==> config.mk <==
export PLATFORM = sky130hd
export DESIGN_NAME = cache_set_store
export DESIGN_NICKNAME = d
export VERILOG_FILES = /design/src/rtl/brisc_pkg.sv /design/src/rtl/cache_lru.sv /design/src/rtl/cache_set_store.sv
export SDC_FILE = /design/constraint.sdc
export NUM_CORES = 2
export LEC_CHECK = 0
export BUFFER_PORTS_ARGS = -buffer_cell sky130_fd_sc_hd__buf_2
export CAP_MARGIN = 20
export CORE_MARGIN = 2
export CORE_UTILIZATION = 28
export CTS_CLUSTER_DIAMETER = 150
export DETAILED_ROUTE_END_ITERATION = 16
export SLEW_MARGIN = 20
export SYNTH_ARGS = -nofsm -noshare
export SYNTH_HDL_FRONTEND = slang
export SYNTH_HIERARCHICAL = 1
export SYNTH_SLANG_ARGS = --single-unit
==> constraint.sdc <==
create_clock -name clk -period 9.9 [get_ports clk]
set_input_delay 1.485 -clock clk [delete_from_list [all_inputs] [get_ports clk]]
set_output_delay 1.485 -clock clk [all_outputs]
set_load 0.03 [all_outputs]
==> src/rtl/brisc_pkg.sv <==
// Shared cache definitions: flush-engine states, default geometry and address-split helpers.
package brisc_pkg;

    localparam int unsigned BYTE_LEN       = 8;
    localparam int unsigned REG_LEN        = 32;
    localparam int unsigned CACHE_LINE_LEN = 128;
    localparam int unsigned ADDRESS_BITS   = 32;
    localparam int unsigned DEF_NUM_SETS   = 4;
    localparam int unsigned DEF_NUM_WAYS   = 2;

    typedef enum logic [1:0] {IDLE, SCAN, WAIT, DONE} cache_state_e;

    // Extracts addr[lsb +: width], zero-extended to the full address width.
    function automatic logic [ADDRESS_BITS-1:0] addr_field(input logic [ADDRESS_BITS-1:0] addr,
                                                           input int unsigned lsb,
                                                           input int unsigned width);
        logic [ADDRESS_BITS-1:0] mask;
        mask = {ADDRESS_BITS{1'b1}} >> (ADDRESS_BITS - width);
        return (addr >> lsb) & mask;
    endfunction

endpackage

==> src/rtl/cache_lru.sv <==
// True-LRU age vector for one set: touched way becomes youngest, the oldest way is the victim.
module cache_lru #(
    parameter int unsigned NUM_WAYS = 2
) (
    input  logic                        clk,
    input  logic                        rst_n,
    input  logic                        touch_en,
    input  logic [$clog2(NUM_WAYS)-1:0] touch_way,
    output logic [$clog2(NUM_WAYS)-1:0] victim
);
    localparam int unsigned WAY_BITS = $clog2(NUM_WAYS);

    logic [WAY_BITS-1:0] age_q [NUM_WAYS];

    always_ff @(posedge clk or negedge rst_n) begin
        if (!rst_n) begin
            for (int w = 0; w < NUM_WAYS; w++) age_q[w] <= WAY_BITS'(w);
        end else if (touch_en) begin
            for (int w = 0; w < NUM_WAYS; w++) begin
                if (WAY_BITS'(w) == touch_way) begin
                    age_q[w] <= '0;
                end else if (age_q[w] < age_q[touch_way]) begin
                    age_q[w] <= age_q[w] + 1'b1;
                end
            end
        end
    end

    always_comb begin
        victim = '0;
        for (int w = 0; w < NUM_WAYS; w++) begin
            if (age_q[w] == WAY_BITS'(NUM_WAYS - 1)) victim = WAY_BITS'(w);
        end
    end

endmodule

==> src/rtl/cache_set_store.sv <==
// N-way set-associative line store with true-LRU replacement, dirty-victim eviction
// handshake and a sequential flush engine.
module cache_set_store
    import brisc_pkg::*;
#(
    parameter int unsigned NUM_SETS  = DEF_NUM_SETS,
    parameter int unsigned NUM_WAYS  = DEF_NUM_WAYS,
    parameter int unsigned LINE_BITS = CACHE_LINE_LEN,
    parameter int unsigned WORD_BITS = REG_LEN,
    parameter int unsigned ADDR_BITS = ADDRESS_BITS
) (
    input  logic                        clk,
    input  logic                        rst_n,
    input  logic                        lookup_en,
    input  logic [ADDR_BITS-1:0]        lookup_addr,
    output logic                        hit,
    output logic [$clog2(NUM_WAYS)-1:0] hit_way,
    output logic [WORD_BITS-1:0]        rd_word,
    input  logic                        wr_en,
    input  logic [ADDR_BITS-1:0]        wr_addr,
    input  logic [WORD_BITS-1:0]        wr_data,
    output logic                        wr_hit,
    input  logic                        fill_en,
    input  logic [ADDR_BITS-1:0]        fill_addr,
    input  logic [LINE_BITS-1:0]        fill_line,
    output logic                        fill_ready,
    input  logic                        flush_req,
    output logic                        busy,
    output logic                        flush_done,
    output logic                        evict_valid,
    input  logic                        evict_ready,
    output logic [ADDR_BITS-1:0]        evict_addr,
    output logic [LINE_BITS-1:0]        evict_line
);
    localparam int unsigned OFFSET_BITS = $clog2(LINE_BITS / BYTE_LEN);
    localparam int unsigned INDEX_BITS  = $clog2(NUM_SETS);
    localparam int unsigned TAG_BITS    = ADDR_BITS - OFFSET_BITS - INDEX_BITS;
    localparam int unsigned WORDS       = LINE_BITS / WORD_BITS;
    localparam int unsigned WSEL_LSB    = $clog2(WORD_BITS / BYTE_LEN);
    localparam int unsigned WSEL_BITS   = $clog2(WORDS);
    localparam int unsigned WAY_BITS    = $clog2(NUM_WAYS);
    localparam int unsigned ENTRY_BITS  = INDEX_BITS + WAY_BITS;
    localparam int unsigned TAG_LSB     = OFFSET_BITS + INDEX_BITS;

    cache_state_e state_q;
    logic [ENTRY_BITS-1:0] entry_q;
    logic [NUM_WAYS-1:0]   valid_q [NUM_SETS];
    logic [NUM_WAYS-1:0]   dirty_q [NUM_SETS];
    logic [TAG_BITS-1:0]   tag_q   [NUM_SETS][NUM_WAYS];
    logic [LINE_BITS-1:0]  data_q  [NUM_SETS][NUM_WAYS];
    logic [WAY_BITS-1:0]   lru_victim [NUM_SETS];

    logic [INDEX_BITS-1:0] lk_idx, wr_idx, fl_idx, touch_set, fsh_set;
    logic [TAG_BITS-1:0]   lk_tag, wr_tag, fl_tag;
    logic [WSEL_BITS-1:0]  lk_wsel, wr_wsel;
    logic [WAY_BITS-1:0]   lk_way, wr_way, fl_victim, fl_inv_way, touch_way, fsh_way;
    logic                  lk_hit, fl_has_inv, touch_en;
    logic                  do_flush, do_fill, do_store, do_lookup, any_req;
    logic [WORDS-1:0][WORD_BITS-1:0] lk_words, wr_words;

    assign lk_idx  = INDEX_BITS'(addr_field(ADDRESS_BITS'(lookup_addr), OFFSET_BITS, INDEX_BITS));
    assign lk_tag  = TAG_BITS'(addr_field(ADDRESS_BITS'(lookup_addr), TAG_LSB, TAG_BITS));
    assign lk_wsel = WSEL_BITS'(addr_field(ADDRESS_BITS'(lookup_addr), WSEL_LSB, WSEL_BITS));
    assign wr_idx  = INDEX_BITS'(addr_field(ADDRESS_BITS'(wr_addr), OFFSET_BITS, INDEX_BITS));
    assign wr_tag  = TAG_BITS'(addr_field(ADDRESS_BITS'(wr_addr), TAG_LSB, TAG_BITS));
    assign wr_wsel = WSEL_BITS'(addr_field(ADDRESS_BITS'(wr_addr), WSEL_LSB, WSEL_BITS));
    assign fl_idx  = INDEX_BITS'(addr_field(ADDRESS_BITS'(fill_addr), OFFSET_BITS, INDEX_BITS));
    assign fl_tag  = TAG_BITS'(addr_field(ADDRESS_BITS'(fill_addr), TAG_LSB, TAG_BITS));
    assign fsh_set = entry_q[ENTRY_BITS-1 -: INDEX_BITS];
    assign fsh_way = entry_q[WAY_BITS-1:0];

    always_comb begin
        lk_hit = 1'b0;
        lk_way = '0;
        wr_hit = 1'b0;
        wr_way = '0;
        for (int w = 0; w < NUM_WAYS; w++) begin
            if (!lk_hit && valid_q[lk_idx][w] && tag_q[lk_idx][w] == lk_tag) begin
                lk_hit = 1'b1;
                lk_way = WAY_BITS'(w);
            end
            if (!wr_hit && valid_q[wr_idx][w] && tag_q[wr_idx][w] == wr_tag) begin
                wr_hit = 1'b1;
                wr_way = WAY_BITS'(w);
            end
        end
    end

    // Invalid ways are always preferred over the LRU choice.
    always_comb begin
        fl_has_inv = 1'b0;
        fl_inv_way = '0;
        for (int w = 0; w < NUM_WAYS; w++) begin
            if (!fl_has_inv && !valid_q[fl_idx][w]) begin
                fl_has_inv = 1'b1;
                fl_inv_way = WAY_BITS'(w);
            end
        end
        fl_victim = fl_has_inv ? fl_inv_way : lru_victim[fl_idx];
    end

    assign lk_words = data_q[lk_idx][lk_way];

    always_comb begin
        wr_words          = data_q[wr_idx][wr_way];
        wr_words[wr_wsel] = wr_data;
    end

    assign fill_ready = (state_q == IDLE) && !evict_valid;
    assign any_req    = flush_req || fill_en || wr_en || lookup_en;
    assign do_flush   = flush_req && fill_ready;
    assign do_fill    = !flush_req && fill_en && fill_ready;
    assign do_store   = !flush_req && !fill_en && wr_en && wr_hit && (state_q == IDLE);
    assign do_lookup  = !flush_req && !fill_en && !wr_en && lookup_en && (state_q == IDLE);

    always_comb begin
        touch_en  = 1'b0;
        touch_set = lk_idx;
        touch_way = lk_way;
        if (do_fill) begin
            touch_en  = 1'b1;
            touch_set = fl_idx;
            touch_way = fl_victim;
        end else if (do_store) begin
            touch_en  = 1'b1;
            touch_set = wr_idx;
            touch_way = wr_way;
        end else if (do_lookup && lk_hit) begin
            touch_en  = 1'b1;
        end
    end

    for (genvar s = 0; s < NUM_SETS; s++) begin : g_lru
        cache_lru #(.NUM_WAYS(NUM_WAYS)) u_lru (
            .clk       (clk),
            .rst_n     (rst_n),
            .touch_en  (touch_en && (touch_set == INDEX_BITS'(s))),
            .touch_way (touch_way),
            .victim    (lru_victim[s])
        );
    end

    always_ff @(posedge clk or negedge rst_n) begin
        if (!rst_n) begin
            state_q     <= IDLE;
            entry_q     <= '0;
            busy        <= 1'b0;
            flush_done  <= 1'b0;
            evict_valid <= 1'b0;
            evict_addr  <= '0;
            evict_line  <= '0;
            hit         <= 1'b0;
            hit_way     <= '0;
            rd_word     <= '0;
            for (int s = 0; s < NUM_SETS; s++) begin
                valid_q[s] <= '0;
                dirty_q[s] <= '0;
            end
        end else begin
            flush_done <= 1'b0;
            if (evict_valid && evict_ready) evict_valid <= 1'b0;

            if (do_lookup) begin
                hit     <= lk_hit;
                hit_way <= lk_way;
                rd_word <= lk_words[lk_wsel];
            end else if (any_req) begin
                hit <= 1'b0;
            end

            if (do_store) dirty_q[wr_idx][wr_way] <= 1'b1;

            if (do_fill) begin
                valid_q[fl_idx][fl_victim] <= 1'b1;
                dirty_q[fl_idx][fl_victim] <= 1'b0;
                if (valid_q[fl_idx][fl_victim] && dirty_q[fl_idx][fl_victim]) begin
                    evict_valid <= 1'b1;
                    evict_addr  <= {tag_q[fl_idx][fl_victim], fl_idx, {OFFSET_BITS{1'b0}}};
                    evict_line  <= data_q[fl_idx][fl_victim];
                end
            end

            unique case (state_q)
                IDLE: begin
                    if (do_flush) begin
                        state_q <= SCAN;
                        entry_q <= '0;
                        busy    <= 1'b1;
                    end
                end
                SCAN: begin
                    valid_q[fsh_set][fsh_way] <= 1'b0;
                    dirty_q[fsh_set][fsh_way] <= 1'b0;
                    if (valid_q[fsh_set][fsh_way] && dirty_q[fsh_set][fsh_way]) begin
                        evict_valid <= 1'b1;
                        evict_addr  <= {tag_q[fsh_set][fsh_way], fsh_set, {OFFSET_BITS{1'b0}}};
                        evict_line  <= data_q[fsh_set][fsh_way];
                        state_q     <= WAIT;
                    end else if (entry_q == ENTRY_BITS'(NUM_SETS * NUM_WAYS - 1)) begin
                        state_q    <= DONE;
                        flush_done <= 1'b1;
                    end else begin
                        entry_q <= entry_q + 1'b1;
                    end
                end
                WAIT: begin
                    if (evict_ready) begin
                        if (entry_q == ENTRY_BITS'(NUM_SETS * NUM_WAYS - 1)) begin
                            state_q    <= DONE;
                            flush_done <= 1'b1;
                        end else begin
                            entry_q <= entry_q + 1'b1;
                            state_q <= SCAN;
                        end
                    end
                end
                DONE: begin
                    state_q <= IDLE;
                    busy    <= 1'b0;
                end
                default: state_q <= IDLE;
            endcase
        end
    end

    // Tags and line data carry no reset; valid bits qualify them.
    always_ff @(posedge clk) begin
        if (do_fill) begin
            tag_q[fl_idx][fl_victim]  <= fl_tag;
            data_q[fl_idx][fl_victim] <= fill_line;
        end else if (do_store) begin
            data_q[wr_idx][wr_way] <= wr_words;
        end
    end

endmodule

==> metrics.md <==
| Metric | Value |
|---|---|
| Layout cells sized above 1 | `39.0%` |
| Reg2reg start | `tag_q[3][5]` |
| Worst Hold Path Cells | `2` |
| Sequential element share of the synthesized area | `about half` |
| Final hold vios | `0` |
| Comb power frac | `approximately a quarter` |
| Crit path buf inv count | `4` |
| Internal | `between 10 and 15 mW` |
| WHS | `0.477 ns` |
| Startpoint types | `input pin` |
| Ys async rst share | `15.5%` |
| RSZ-0062 raised after global routing | `no` |
| ANT nets after route | `0` |
| Worst path top cell family by delay | `buffers and inverters` |
| Power Density | `180 nW/um^2` |
| Die extent in x | `561 um` |
| Clk root buf | `clkbuf_16` |
| Compound-gate portion of the synthesized area | `5.56%` |
| Final period util | `69.9%` |
| Post-synth EDFFs | `1,232` |
| WP depth | `12` |
| Core region area | `between 300,000 and 400,000 um^2` |
| Number of port buffers | `453` |
| Crit-path max FO | `77` |
| CTS resizes | `0` |
| Dominant synthesized flop cell | `edfxtp_1` |
| Post-Route Setup TNS | `0 ns` |
| Hold Path End | `rd_word[6]` |
| Worst Path Arrival | `7.45 ns` |
| Die footprint | `315,000 um^2` |
| Pre-CTS setup slack | `around 2.3 ns` |
| GRT Resource Usage Total | `~20%` |
| Syn. warnings | `6` |
| Mapped Cells | `5,115` |
| Fin worst setup slack | `2.98 ns` |
| FILL cells | `29,696` |
| Clock buffer depth | `4` |
| Initial DRC count | `7,718` |
| Worst Path Class, Setup | `in -> reg` |
| Clock sink count | `~1,500` |
| Pleak | `32.2 nW` |
| Initial Utilization | `28.1%` |
| Ordered cell list for the critical path | `buf_8 > buf_4 > mux4_2 > xnor2_1 > nand4_1 > or4_1 > a2111oi_4 > buf_4 > buf_4 > mux2i_1 > a211oi_1 > a21o_1` |
| Synthesized area | `86,900 um^2` |
| Clock network power share | `35.9%` |
| Status | `complete, no violations` |
| CTS tree | `done` |
| Die Ht | `between 500 and 600 um` |
| Most frequent cells in the layout | `1,274 x mux4_2, 1,232 x edfxtp_1, 535 x mux2i_1, 444 x buf_2, 230 x nand2_1` |
| Worst clock skew | `0.0953 ns` |
| Hold buffer count at cts | `0` |
| Vias in the first global route | `54,987` |
| Clock Pin Slew Worst Setup and Hold Paths | `0.06 ns` |
| Inserted Clock Buffers | `172` |
| Max-cap viol count | `0` |
| # IOs | `462` |
| Vias | `about 57,000` |
| Placer Congestion | `0.934` |
| #FFs+latches synth | `1,458` |
| End of the worst register-to-register path | `data_q[2][99]` |
| Final min period | `6.92 ns` |
| CP most frequent cell | `buf_4` |
| Final Setup Violations | `0` |
| Initial antenna violation count | `63` |
| Syn Area/Cell | `17.0 um^2` |
| Final design utilization | `between 30 and 40%` |
| Aggregate global routing overflow | `0` |
| Pin count of the biggest net entering global routing | `147` |
| Postcts setup bufs | `0` |
| Psw | `5.34 mW` |
| Commonest non-fill, non-tap cell in the layout | `mux4_2` |
| Remaining DRCs | `0` |
| Switching Share | `29.8%` |
| DRT Wirelength | `about 320 mm` |
| Worst setup EP type | `register` |
| Slew Limit Fails | `0` |
| Rows | `roughly 200` |
| Reg2Reg Depth | `10` |
| Synth Area in Simple Gates | `2.58%` |
| HPWL Detailed | `approximately 200 mm` |
| Area growth syn-to-layout | `14.2%` |
| R2R Setup Slk | `4.30 ns` |
| Max VDD drop | `roughly 0.15 mV` |
| Post-synthesis mux area share | `39.2%` |
| Hold Crit Start | `rd_word[6]` |
| Slowest-stage cell, CP | `buf_4` |
| Worst slew pin tran | `1.20 ns` |
| H-tree depth | `4` |
| Total power | `roughly 18 mW` |
| Max transition margin | `20.0%` |
| CP peak stage delay | `roughly 0.9 ns` |
| Syn nets | `5,384` |
| Unique masters post-synth | `71` |
| Seq pwr share | `39.8%` |
| Routed len/inst | `32.8 um` |
| Largest family of logic cells by synthesized area | `multiplexers` |
| Clock latency on the worst-skew pair | `0.88 ns` |
| Final nets | `5,640` |
| Post-Synth XOR/XNOR Area | `under 10%` |
| Worst min-delay path class | `reg -> reg` |
| FMAX | `around 140 MHz` |
| First-pass GRT wire length | `440 mm` |
| Worst EP required | `10.44 ns` |
| Via/cell ratio | `about 5.9` |
| Synth Area in Adders | `0.0864%` |
| Drt pass-1 iters | `5` |
[final cells by class]
type	instances	area, um^2	area share [%]
antenna	22	55.1	0.0554
clock buffer	226	4720	4.75
clock inverter	82	906	0.912
inverter	22	90.1	0.0907
multi-input combinational	3152	42300	42.6
sequential	1458	42700	43.0
tap	4120	5150	5.19
timing repair buffer	565	3380	3.41
[logic make-up after synthesis]
| logic type | count (synthesis) |
|---|---|
| multiplexers | 1812 |
| flip-flops | 1458 |
| AO/OA/AOI/OAI | 708 |
| AND/OR/NAND/NOR | 520 |
| buffers and inverters | 505 |
| XOR/XNOR | 106 |
| adder cells (fa/ha/maj) | 6 |
[metrics by stage]
| step | area, um^2 | std cells |
|---|---|---|
| floorplan | 86900 | 5115 |
| global placement | 93600 | 9316 |
| detailed placement | 93600 | 9317 |
| CTS | 99200 | 9625 |
| global route | 99300 | 9631 |
| finish | 99300 | 9647 |
[power by group through the flow]
stage / clock, mW / sequential, mW / combinational (mW)
2_1_floorplan: 0 / 7.26 / 2.93
3_3_place_gp: 0 / 7.23 / 4.35
3_5_place_dp: 0 / 7.26 / 4.36
4_1_cts: 6.55 / 7.13 / 4.37
5_1_grt: 6.77 / 7.15 / 4.56
6_report: 6.44 / 7.13 / 4.36
[state kept, by name, indices dropped and copies added, names as in the netlist]
name / flops
busy: 1
data_q: 1024
dirty_q: 8
entry_q: 3
evict_addr: 32
evict_line: 128
evict_valid: 1
flush_done: 1
g_lru.u_lru/age_q: 8
hit: 1
hit_way: 1
rd_word: 32
state_q: 2
tag_q: 208
valid_q: 8
[metal layers]
layer  vias to the layer above  share of wire, %  GRT usage, %
met5                         -             0.092             0
met3                       497                12          5.49
met1                     30350                39          26.6
met2                      3395                45          29.6
li1                      22467                 -             -
met4                        46               4.1          7.25
[worst max-delay path by stage]
stage | start | slack [ns] | end
after floorplan | wr_addr[5] | -0.14 | data_q[1][0]
after global placement | wr_addr[4] | 2.27 | data_q[3][234]
after detailed placement | wr_addr[4] | 2.30 | data_q[1][234]
after CTS | wr_addr[5] | 3.19 | data_q[0][99]
after global routing | wr_addr[4] | 2.94 | data_q[1][137]
final | wr_addr[5] | 2.98 | data_q[2][99]
[worst min-delay path: cells and delay by family (launching register included)]
family / cells / cell delay (ns)
flip-flops: 1 / 0.34
AO/OA/AOI/OAI: 1 / 0.06
AND/OR/NAND/NOR: 1 / 0.05
[Yosys cell counts, drive strengths merged (2+ instances only)]
library cell,instances,area share (%)
clkbuf,331,1.4
o22ai,5,0.036
xor2,27,0.27
and3,3,0.022
nand4b,3,0.030
inv,21,0.091
xnor2,79,0.80
a21oi,30,0.17
o21ai,205,1.2
or3,2,0.014
dfrtp,222,6.4
a211o,2,0.020
mux2,3,0.039
and3b,6,0.060
edfxtp,1232,43
nand2,233,1.0
nand3,13,0.075
o2bb2ai,3,0.030
mux2i,535,6.2
a31oi,8,0.058
nand2b,6,0.043
nor2,173,0.75
nor2b,9,0.065
o32ai,3,0.039
o211ai,157,1.4
ha,6,0.086
mux4,1274,33
a2bb2oi,2,0.020
dfstp,4,0.12
a211oi,130,1.2
a21o,132,1.1
a2111oi,4,0.062
nor3b,2,0.017
nand4,25,0.18
and2,4,0.029
o221ai,4,0.040
o2111ai,8,0.081
and4,2,0.020
or4,3,0.026
buf,152,0.91
nor4,6,0.043
a22oi,4,0.035
nor3,21,0.12
or2,5,0.036
No activity file was read; power rests on OpenSTA's default activity.
